==> src/rtl/uart_fifo.sv <==
// Full-duplex 8N1 UART with RX/TX FIFOs, programmable baud divisor and sticky error flags.
// Optional irq output and interrupt-enable bits are built when UART_FIFO_IRQ_EN is defined.
module uart_fifo #(
  parameter int unsigned FIFO_AW   = 4,
  parameter int unsigned DIV_RESET = 217,
  parameter int unsigned DIV_W     = 16
) (
  input  logic       clk,
  input  logic       reset,
  input  logic [1:0] a,
  input  logic [7:0] din,
  output logic [7:0] dout,
  input  logic       rnw,
  input  logic       cs,
  input  logic       rxd,
  output logic       txd
`ifdef UART_FIFO_IRQ_EN
  ,
  output logic       irq
`endif
);

  localparam int unsigned DEPTH = 2 ** FIFO_AW;
  localparam int unsigned PW    = FIFO_AW + 1;

  typedef enum logic [1:0] {S_IDLE, S_START, S_DATA, S_STOP} state_e;

  logic             cs_q;
  logic             acc_c, wr_c, rd_c;
  logic [DIV_W-1:0] div_q, div_d, div_eff;
  logic             ovr_q, ovr_d, fe_q, fe_d, ovr_set, fe_set;
  logic [1:0]       ie;

  logic [7:0]    tx_mem [DEPTH];
  logic [PW-1:0] tx_wp_q, tx_wp_d, tx_rp_q, tx_rp_d;
  logic          tx_empty, tx_full, tx_push, tx_pop, tx_idle;
  logic [7:0]    tx_head;
  state_e           tx_state_q, tx_state_d;
  logic [DIV_W-1:0] tx_cnt_q, tx_cnt_d;
  logic [2:0]       tx_bit_q, tx_bit_d;
  logic [7:0]       tx_sh_q, tx_sh_d;
  logic             txd_q, txd_d;

  logic [7:0]    rx_mem [DEPTH];
  logic [PW-1:0] rx_wp_q, rx_wp_d, rx_rp_q, rx_rp_d;
  logic          rx_empty, rx_full, rx_push, rx_pop;
  logic          rx_s1_q, rx_s2_q, rx_s3_q;
  state_e           rx_state_q, rx_state_d;
  logic [DIV_W-1:0] rx_cnt_q, rx_cnt_d;
  logic [2:0]       rx_bit_q, rx_bit_d;
  logic [7:0]       rx_sh_q, rx_sh_d;
  logic [7:0]       status_c;

  assign acc_c   = cs & ~cs_q;
  assign wr_c    = acc_c & ~rnw;
  assign rd_c    = acc_c & rnw;
  assign div_eff = (div_q < DIV_W'(2)) ? DIV_W'(2) : div_q;

  assign tx_empty = (tx_wp_q == tx_rp_q);
  assign tx_full  = (tx_wp_q[PW-1] != tx_rp_q[PW-1]) &&
                    (tx_wp_q[FIFO_AW-1:0] == tx_rp_q[FIFO_AW-1:0]);
  assign rx_empty = (rx_wp_q == rx_rp_q);
  assign rx_full  = (rx_wp_q[PW-1] != rx_rp_q[PW-1]) &&
                    (rx_wp_q[FIFO_AW-1:0] == rx_rp_q[FIFO_AW-1:0]);
  assign tx_head  = tx_mem[tx_rp_q[FIFO_AW-1:0]];
  assign tx_idle  = tx_empty && (tx_state_q == S_IDLE);

  // A shifter pop in the same cycle frees the slot, so a push into a full FIFO still lands
  assign tx_push = wr_c && (a == 2'd0) && (!tx_full || tx_pop);
  assign rx_pop  = rd_c && (a == 2'd0) && !rx_empty;
  assign tx_wp_d = tx_wp_q + PW'(tx_push);
  assign tx_rp_d = tx_rp_q + PW'(tx_pop);
  assign rx_wp_d = rx_wp_q + PW'(rx_push);
  assign rx_rp_d = rx_rp_q + PW'(rx_pop);

  assign status_c = {1'b0, ie, tx_idle, fe_q, ovr_q, ~tx_full, ~rx_empty};

  always_comb begin
    dout = 8'h00;
    case (a)
      2'd0:    dout = rx_empty ? 8'h00 : rx_mem[rx_rp_q[FIFO_AW-1:0]];
      2'd1:    dout = status_c;
      2'd2:    dout = div_q[7:0];
      default: dout = 8'(div_q >> 8);
    endcase
  end

  // CPU register writes; a flag set by the receiver wins over a same-cycle clear
  always_comb begin
    div_d = div_q;
    ovr_d = ovr_q;
    fe_d  = fe_q;
    if (wr_c && a == 2'd2) div_d = (div_q & ~DIV_W'(8'hFF)) | DIV_W'(din);
    if (wr_c && a == 2'd3) div_d = (div_q & DIV_W'(8'hFF)) | (DIV_W'(din) << 8);
    if (wr_c && a == 2'd1 && din[2]) ovr_d = 1'b0;
    if (wr_c && a == 2'd1 && din[3]) fe_d  = 1'b0;
    if (ovr_set) ovr_d = 1'b1;
    if (fe_set)  fe_d  = 1'b1;
  end

  // Transmitter: bit period latched at each bit boundary
  always_comb begin
    tx_state_d = tx_state_q;
    tx_cnt_d   = tx_cnt_q;
    tx_bit_d   = tx_bit_q;
    tx_sh_d    = tx_sh_q;
    txd_d      = txd_q;
    tx_pop     = 1'b0;
    case (tx_state_q)
      S_IDLE: begin
        if (!tx_empty) begin
          tx_pop     = 1'b1;
          tx_sh_d    = tx_head;
          tx_cnt_d   = div_eff - DIV_W'(1);
          tx_state_d = S_START;
          txd_d      = 1'b0;
        end
      end
      S_START: begin
        if (tx_cnt_q == DIV_W'(0)) begin
          tx_cnt_d   = div_eff - DIV_W'(1);
          tx_bit_d   = 3'd0;
          tx_state_d = S_DATA;
          txd_d      = tx_sh_q[0];
        end else begin
          tx_cnt_d = tx_cnt_q - DIV_W'(1);
        end
      end
      S_DATA: begin
        if (tx_cnt_q == DIV_W'(0)) begin
          tx_cnt_d = div_eff - DIV_W'(1);
          if (tx_bit_q == 3'd7) begin
            tx_state_d = S_STOP;
            txd_d      = 1'b1;
          end else begin
            tx_bit_d = tx_bit_q + 3'd1;
            tx_sh_d  = tx_sh_q >> 1;
            txd_d    = tx_sh_q[1];
          end
        end else begin
          tx_cnt_d = tx_cnt_q - DIV_W'(1);
        end
      end
      default: begin
        if (tx_cnt_q == DIV_W'(0)) begin
          if (!tx_empty) begin
            tx_pop     = 1'b1;
            tx_sh_d    = tx_head;
            tx_cnt_d   = div_eff - DIV_W'(1);
            tx_state_d = S_START;
            txd_d      = 1'b0;
          end else begin
            tx_state_d = S_IDLE;
          end
        end else begin
          tx_cnt_d = tx_cnt_q - DIV_W'(1);
        end
      end
    endcase
  end

  // Receiver: start bit re-checked at half period to reject glitches
  always_comb begin
    rx_state_d = rx_state_q;
    rx_cnt_d   = rx_cnt_q;
    rx_bit_d   = rx_bit_q;
    rx_sh_d    = rx_sh_q;
    rx_push    = 1'b0;
    ovr_set    = 1'b0;
    fe_set     = 1'b0;
    case (rx_state_q)
      S_IDLE: begin
        if (!rx_s2_q && rx_s3_q) begin
          rx_cnt_d   = (div_eff >> 1) - DIV_W'(1);
          rx_state_d = S_START;
        end
      end
      S_START: begin
        if (rx_cnt_q == DIV_W'(0)) begin
          rx_cnt_d   = div_eff - DIV_W'(1);
          rx_bit_d   = 3'd0;
          rx_state_d = rx_s2_q ? S_IDLE : S_DATA;
        end else begin
          rx_cnt_d = rx_cnt_q - DIV_W'(1);
        end
      end
      S_DATA: begin
        if (rx_cnt_q == DIV_W'(0)) begin
          rx_cnt_d = div_eff - DIV_W'(1);
          rx_sh_d  = {rx_s2_q, rx_sh_q[7:1]};
          rx_bit_d = rx_bit_q + 3'd1;
          if (rx_bit_q == 3'd7) rx_state_d = S_STOP;
        end else begin
          rx_cnt_d = rx_cnt_q - DIV_W'(1);
        end
      end
      default: begin
        if (rx_cnt_q == DIV_W'(0)) begin
          rx_state_d = S_IDLE;
          if (!rx_s2_q)     fe_set  = 1'b1;
          else if (rx_full) ovr_set = 1'b1;
          else              rx_push = 1'b1;
        end else begin
          rx_cnt_d = rx_cnt_q - DIV_W'(1);
        end
      end
    endcase
  end

  always_ff @(posedge clk) begin
    if (tx_push) tx_mem[tx_wp_q[FIFO_AW-1:0]] <= din;
    if (rx_push) rx_mem[rx_wp_q[FIFO_AW-1:0]] <= rx_sh_q;
  end

  always_ff @(posedge clk or negedge reset) begin
    if (!reset) begin
      cs_q       <= 1'b0;
      div_q      <= DIV_W'(DIV_RESET);
      ovr_q      <= 1'b0;
      fe_q       <= 1'b0;
      tx_wp_q    <= '0;
      tx_rp_q    <= '0;
      tx_state_q <= S_IDLE;
      tx_cnt_q   <= '0;
      tx_bit_q   <= 3'd0;
      tx_sh_q    <= 8'h00;
      txd_q      <= 1'b1;
      rx_wp_q    <= '0;
      rx_rp_q    <= '0;
      rx_s1_q    <= 1'b1;
      rx_s2_q    <= 1'b1;
      rx_s3_q    <= 1'b1;
      rx_state_q <= S_IDLE;
      rx_cnt_q   <= '0;
      rx_bit_q   <= 3'd0;
      rx_sh_q    <= 8'h00;
    end else begin
      cs_q       <= cs;
      div_q      <= div_d;
      ovr_q      <= ovr_d;
      fe_q       <= fe_d;
      tx_wp_q    <= tx_wp_d;
      tx_rp_q    <= tx_rp_d;
      tx_state_q <= tx_state_d;
      tx_cnt_q   <= tx_cnt_d;
      tx_bit_q   <= tx_bit_d;
      tx_sh_q    <= tx_sh_d;
      txd_q      <= txd_d;
      rx_wp_q    <= rx_wp_d;
      rx_rp_q    <= rx_rp_d;
      rx_s1_q    <= rxd;
      rx_s2_q    <= rx_s1_q;
      rx_s3_q    <= rx_s2_q;
      rx_state_q <= rx_state_d;
      rx_cnt_q   <= rx_cnt_d;
      rx_bit_q   <= rx_bit_d;
      rx_sh_q    <= rx_sh_d;
    end
  end

  assign txd = txd_q;

`ifdef UART_FIFO_IRQ_EN
  logic [1:0] ie_q, ie_d;
  logic       irq_q, irq_d;

  always_comb begin
    ie_d  = ie_q;
    if (wr_c && a == 2'd1) ie_d = din[6:5];
    irq_d = (ie_q[0] & ~rx_empty) | (ie_q[1] & tx_idle) | (ie_q[0] & (ovr_q | fe_q));
  end

  always_ff @(posedge clk or negedge reset) begin
    if (!reset) begin
      ie_q  <= 2'b00;
      irq_q <= 1'b0;
    end else begin
      ie_q  <= ie_d;
      irq_q <= irq_d;
    end
  end

  assign ie  = ie_q;
  assign irq = irq_q;
`else
  assign ie = 2'b00;
`endif

endmodule

==> config.mk <==
export PLATFORM = sky130hd
export DESIGN_NAME = uart_fifo
export DESIGN_NICKNAME = d
export VERILOG_FILES = /design/src/rtl/uart_fifo.sv
export SDC_FILE = /design/constraint.sdc
export NUM_CORES = 1
export LEC_CHECK = 0
export ABC_AREA = 1
export CORE_UTILIZATION = 40
export DETAILED_ROUTE_END_ITERATION = 10
export GPL_TIMING_DRIVEN = 1
export SYNTH_ARGS = -nofsm -noshare
export SYNTH_HDL_FRONTEND = slang
export SYNTH_SLANG_ARGS = --single-unit
==> constraint.sdc <==
create_clock -name clk -period 6.6 [get_ports clk]
set_input_delay 1.32 -clock clk [delete_from_list [all_inputs] [get_ports clk]]
set_output_delay 1.32 -clock clk [all_outputs]
set_load 0.02 [all_outputs]
==> results of run 1 <==
metrics by stage:
step                       util  worst slack (ns)  hold WS (ns)
after global routing      0.452              1.40         0.364
after global placement    0.423              1.80         0.345
final                     0.452              1.63         0.353
after CTS                 0.452              1.62         0.354
after detailed placement  0.423              1.77         0.347
after floorplan               -              3.17         0.345
final cells by class:
class / instances / area [um^2] / share of cell area
well taps: 532 / 666 / 0.0359
repair buffers: 32 / 295 / 0.0159
clock inverters: 14 / 124 / 0.00669
clock buffers: 55 / 1050 / 0.0565
flip-flops and latches: 357 / 10200 / 0.552
multi-input cells: 1107 / 5690 / 0.307
inverters: 128 / 480 / 0.0259
cells by family after synthesis:
logic type / Yosys count
XOR/XNOR: 47
AND/OR/NAND/NOR: 721
buffers and inverters: 192
flip-flops: 357
multiplexers: 3
AO/OA/AOI/OAI: 311
adder cells (fa/ha/maj): 25
worst max-delay path: stages (launching register included):
cell	delay (ns)
dfrtp_1	0.68
inv_1	0.42
nor2_2	0.49
inv_1	0.18
a21oi_1	0.16
a211oi_1	0.09
o21ai_0	0.10
nand2_1	0.09
nand2_1	0.08
o211ai_1	0.18
clkdlybuf4s50_1	0.60
sequential cells by signal (all words and copies together) (netlist names), 5 cells and up:
name,flops
tx_mem,128
rx_sh_q,8
rx_wp_q,5
tx_rp_q,5
tx_wp_q,5
rx_rp_q,5
rx_cnt_q,16
rx_mem,128
tx_cnt_q,16
tx_sh_q,8
div_q,16
power groups by stage:
stage | Clock, uW | Combinational [uW] | Sequential (uW)
5_1_grt | 2160 | 2780 | 2880
3_5_place_dp | 0 | 2460 | 2890
2_1_floorplan | 0 | 1830 | 2800
4_1_cts | 2070 | 2470 | 2850
6_report | 2020 | 2460 | 2850
3_3_place_gp | 0 | 2420 | 2890
per-layer routing:
metal  vias to the layer above  part of all wire  routed length (um)  GRT usage
li1                       5727                 -                   -          -
met1                      5674              0.45               18500      0.275
met2                       323              0.46               18800      0.309
met3                        74             0.054                2210     0.0350
met4                         0             0.030                1230     0.0691
met5                         -                 0                   0          0
cells in the mapped netlist, types with 10 or more instances:
cell type  count  area (um^2)
o211ai_1      47          353
nand3_1      111          556
or2_2         10         62.6
dfrtp_1       92         2300
buf_2         26          130
xnor2_1       15          131
nand4_1       12         75.1
o21ai_0      171          856
edfxtp_1     256         7690
xor2_1        32          280
o22ai_1       11         68.8
nor2_2        12         75.1
clkbuf_1      32          120
ha_1          25          313
nand2_1      294         1100
a21oi_1       42          210
inv_1        121          454
nand3_2       10          100
nor2_1       245          920
cells in the final DEF (no fill, tap or decap), types with 2 or more instances in the layout:
| cell | instances |
|---|---|
| nand2_1 | 294 |
| edfxtp_1 | 256 |
| nor2_1 | 245 |
| o21ai_0 | 171 |
| inv_1 | 121 |
| nand3_1 | 111 |
| dfrtp_1 | 89 |
| o211ai_1 | 47 |
| a21oi_1 | 42 |
| clkbuf_16 | 39 |
| xor2_1 | 32 |
| ha_1 | 25 |
| clkdlybuf4s50_1 | 22 |
| xnor2_1 | 15 |
| clkbuf_1 | 15 |
| nor2_2 | 12 |
| nand4_1 | 12 |
| o22ai_1 | 11 |
| nand3_2 | 10 |
| or2_2 | 10 |
| buf_4 | 10 |
| o21ai_1 | 9 |
| o32ai_1 | 9 |
| dfstp_2 | 9 |
| clkinv_1 | 7 |
| clkinv_2 | 6 |
| nand2_2 | 5 |
| nor2_4 | 5 |
| nor3_2 | 5 |
| nor3_1 | 5 |
| inv_2 | 4 |
| o221ai_1 | 3 |
| a211oi_1 | 3 |
| o2111ai_1 | 3 |
| a22oi_1 | 3 |
| dfrtp_2 | 3 |
| a31oi_1 | 2 |
| o21ai_2 | 2 |
| mux2i_1 | 2 |
| inv_16 | 2 |
final timing paths:
| kind | from | to | cells after the start |
|---|---|---|---|
| hold / removal | rx_s1_q | rx_s2_q | 0 |
| setup reg to reg | div_q[6] | rx_cnt_q[15] | 17 |
| min in group asynchronous | reset | tx_sh_q[3] | 1 |
| hold reg to reg | rx_s1_q | rx_s2_q | 0 |
| setup / recovery | rx_rp_q[2] | dout[1] | 10 |
| max in group asynchronous | reset | rx_rp_q[0] | 2 |
==> impl_metrics.yaml, run 1 <==
logic_synthesis:
  synth_cell_types: 52
  synth_adder_area_share: 0.0187
  syn-num-nets: 1696
  synth-simple-area-share: 0.188
  synth_ff_type: "edfxtp_1"
  synth_cells: 1656
  yosys_warnings: 0
  synthMuxAreaShare: 0.00187
  synth_edf_count: 256
  syn_area_per_cell_um2: 10.1
  ys_seq_area_frac: 0.612
  synth_top_family_by_area: "simple AND/OR/NAND/NOR gates"
  ys_seq_elements: 357
  synth_compound_area_frac: 0.107
  synth_area_um2: 16700
  synth_xor_area_frac: 0.0246
  synthArstFlopShare: 0.283
sta:
  timing.final.max_slew_violations: 0
  period_minus_slack_ns: 4.97
  final_hold_viol_count: 0
  rsz0062_at_grt: "false"
  period_share: 0.752
  max_slew_margin: 0.402
  fin_setup_tns_ns: 0
  setup_viol: 0
  tightest_slew_ns: 0.894
  finalClockSkew_ns: 0.0307
  fmax_mhz: 201
global_routing:
  grt_pass1_vias: 11335
  grt_max_degree: 74
  grt_pass1_wl_um: 64200
  grt_overflow: 0
  antenna_found_initial: 0
  grt_util_all_layers: 0.197
clock_tree:
  ctsResizeCount: 0
  insertion_delay_ns: 0.57
  cts_setup_buffers: 0
  cts_max_level: 2
  cts_made_buffers: 39
  clk_pin_slew_ns: 0.06
  numClockSinks: 357
  clockBufferDepth: 3
  hold_buffers: 0
  cts_root_buffer: "clkbuf_16"
  cts_tree: "yes"
cells_and_area:
  instances_no_fill: 2225
  areaGrowthSynthToFinish_pct: 10.9
  drive_gt1_frac: 0.0774
  fin_area_um2: 18500
  finalNetCount: 1705
  fillCellCount: 3857
  diodes: 0
power:
  finalPower_uw: 7330
  power-per-cell-area_nw_per_um2: 395
  clock_power_share: 0.276
  seq_power_share: 0.389
  power.internal_uw: 4510
  leakagePower_uw: 0.00704
  p_sw_frac: 0.384
  ir_drop_mv: 0.223
  combPwrFrac: 0.335
  power.switching_uw: 2820
placed_design:
  place_congestion: 0.890
  port_buffers: 23
  placed_cells: 2156
  dp_hpwl_um: 26600
  place_area_um2: 17400
floorplan:
  io_pins: 24
  num_rows: 74
  initial_core_util: 0.407
  die_area_um2: 42600
  die_w_um: 206
  fp.dieH_um: 206
  fp.coreArea_um2: 41000
routing:
  drcViolationCount: 4
  drtIter0Drc: 934
  wirelength_um: 40800
  ant_nets: 0
  detail_route.first_pass.iterations: 8
  wl_per_cell_um: 18.3
  vias: 11798
  via_per_inst: 5.30
outcome:
  status: "finished with violations"
  violations: "design-rule violations"
hold_path:
  min_path_type: "flop to flop"
worst_setup_path:
  critPathRequiredTime_ns: 5.28
  startpoint_type: "flop"
  crit_arrival_ns: 3.65
  critical_path_class: "flop to output port"
  cp_max_fo: 13
  crit_path_end_kind: "output port"
  r2r_slack_ns: 3.47
job:
  max-cap-violations: 0
No activity file was read; power rests on OpenSTA's default activity.
==> run 2, diff against run 1 <==
==> constraint.sdc (replaced) <==
create_clock -name clk -period 5 [get_ports clk]
set_input_delay 1 -clock clk [delete_from_list [all_inputs] [get_ports clk]]
set_output_delay 1 -clock clk [all_outputs]
set_load 0.02 [all_outputs]
==> impl_metrics.yaml, run 2 (same netlist as run 1, synthesis figures left out) <==
floorplan:
  initial_core_util: 0.407
  die_area_um2: 42600
  fp.dieH_um: 206
  fp.coreArea_um2: 41000
  num_rows: 74
  die_w_um: 206
  io_pins: 24
sta:
  period_minus_slack_ns: 4.57
  rsz0062_at_grt: "false"
  worst_slack_ns: 0.431
  final_hold_viol_count: 0
  fmax_mhz: 219
  tightest_slew_ns: 1.01
  fin_setup_tns_ns: 0
  timing.final.max_slew_violations: 0
  hold_ws_ns: 0.356
  finalClockSkew_ns: 0.0255
  period_share: 0.914
  setup_viol: 0
  max_slew_margin: 0.326
placed_design:
  placed_cells: 2158
  place_congestion: 0.876
  port_buffers: 23
  place_ws_ns: 0.855
  dp_hpwl_um: 27000
cells_and_area:
  instances_no_fill: 2231
  layout_common_cells: "294 x nand2_1, 256 x edfxtp_1, 245 x nor2_1"
  finalNetCount: 1708
  layout_commonest_cell: "nand2_1"
  fillCellCount: 3874
  diodes: 0
  areaGrowthSynthToFinish_pct: 11.8
  drive_gt1_frac: 0.0795
hold_path:
  min_path_type: "flop to flop"
  hold_start: "rx_s1_q"
  hold_end: "rx_s2_q"
  holdPathStages: 0
worst_setup_path:
  critPathRequiredTime_ns: 4.00
  crit_arrival_ns: 3.57
  critical_path_class: "flop to output port"
  r2r_slack_ns: 1.91
  startpoint_type: "flop"
  crit_path_end_kind: "output port"
  r2r-start: "div_q[7]"
  cp_max_fo: 21
  crit_path_top_delay_cell: "clkdlybuf4s50_1"
  reg2regPathDepth: 15
  rr_endpoint: "rx_cnt_q[8]"
  cpPeakStageDelay_ns: 0.69
  path_cells: "inv_1 -> buf_4 -> nor2_1 -> nor2_1 -> o21ai_0 -> o211ai_1 -> o2111ai_1 -> nand2_1 -> nand2_1 -> o211ai_1 -> clkdlybuf4s50_1"
clock_tree:
  numClockSinks: 357
  cts_setup_buffers: 0
  cts_made_buffers: 40
  ctsResizeCount: 0
  insertion_delay_ns: 0.58
  clockBufferDepth: 3
  cts_max_level: 2
  hold_buffers: 0
  cts_tree: "yes"
  clk_pin_slew_ns: 0.06
  cts_root_buffer: "clkbuf_16"
routing:
  ant_nets: 0
  wirelength_um: 41100
  detail_route.first_pass.iterations: 8
  wl_per_cell_um: 18.4
  vias: 11786
  drtIter0Drc: 873
  drcViolationCount: 4
  via_per_inst: 5.28
power:
  power-per-cell-area_nw_per_um2: 530
  leakagePower_uw: 0.00710
  finalPower_uw: 9900
  ir_drop_mv: 0.341
global_routing:
  grt_overflow: 0
  antenna_found_initial: 0
  grt_util_all_layers: 0.200
  grt_max_degree: 75
  grt_pass1_wl_um: 65100
  grt_pass1_vias: 11531
outcome:
  status: "finished with violations"
  violations: "design-rule violations"
job:
  max-cap-violations: 0
run 2: final cells by class:
| class | count | area (um^2) | share of cell area |
|---|---|---|---|
| flip-flops and latches | 357 | 10200 | 0.548 |
| multi-input cells | 1107 | 5690 | 0.305 |
| clock buffers | 63 | 1120 | 0.0599 |
| well taps | 532 | 666 | 0.0357 |
| inverters | 128 | 480 | 0.0257 |
| repair buffers | 34 | 323 | 0.0173 |
| clock inverters | 10 | 160 | 0.00858 |
run 2: per-stage QoR:
| step | util | cell area (um^2) |
|---|---|---|
| after global placement | 0.424 | 17400 |
| final | 0.455 | 18700 |
| after CTS | 0.455 | 18700 |
| after global routing | 0.455 | 18700 |
| after floorplan | - | 16700 |
| after detailed placement | 0.424 | 17400 |
run 2: layer usage:
layer | part of all wire | global-route usage | routed length [um]
met5 | 0 | 0 | 0
met4 | 0.030 | 0.0759 | 1240
met3 | 0.049 | 0.0323 | 2000
met2 | 0.46 | 0.320 | 19000
met1 | 0.46 | 0.274 | 18800
run 2: how the worst max path moves through the flow:
stage	to	slack [ns]	cells after the start	from
CTS	dout[1]	0.40	11	rx_rp_q[0]
floorplan	dout[2]	2.21	6	a[1]
detailed placement	dout[7]	0.86	6	a[1]
global placement	dout[2]	0.86	8	a[1]
finish	dout[1]	0.43	11	rx_rp_q[0]
global route	dout[1]	0.24	11	rx_rp_q[0]
run 2: report_power, final:
group / total [uW] / internal, uW / switching, uW / leakage, uW
clock network: 2880 / 1660 / 1220 / 0.000617
logic: 3250 / 1060 / 2190 / 0.00293
registers: 3760 / 3440 / 323 / 0.00355
total: 9900 / 6160 / 3740 / 0.00710
run 2: critical path: cells and delay by family (launching register included):
family          cells  cell delay (ns)
buf+inv             3             1.43
compound gates      4             0.66
flops               1             0.54
simple gates        4             0.35
==> run 3, diff against run 2 <==
--- a/config.mk
+++ b/config.mk
@@ -6,6 +6,7 @@
 export NUM_CORES = 1
 export LEC_CHECK = 0
 export ABC_AREA = 1
+export ABC_CLOCK_PERIOD_IN_PS = 5000
 export CORE_UTILIZATION = 40
 export DETAILED_ROUTE_END_ITERATION = 10
 export GPL_TIMING_DRIVEN = 1
==> results of run 3 <==
The final DEF is identical to that of run 2; final timing and power are the same.
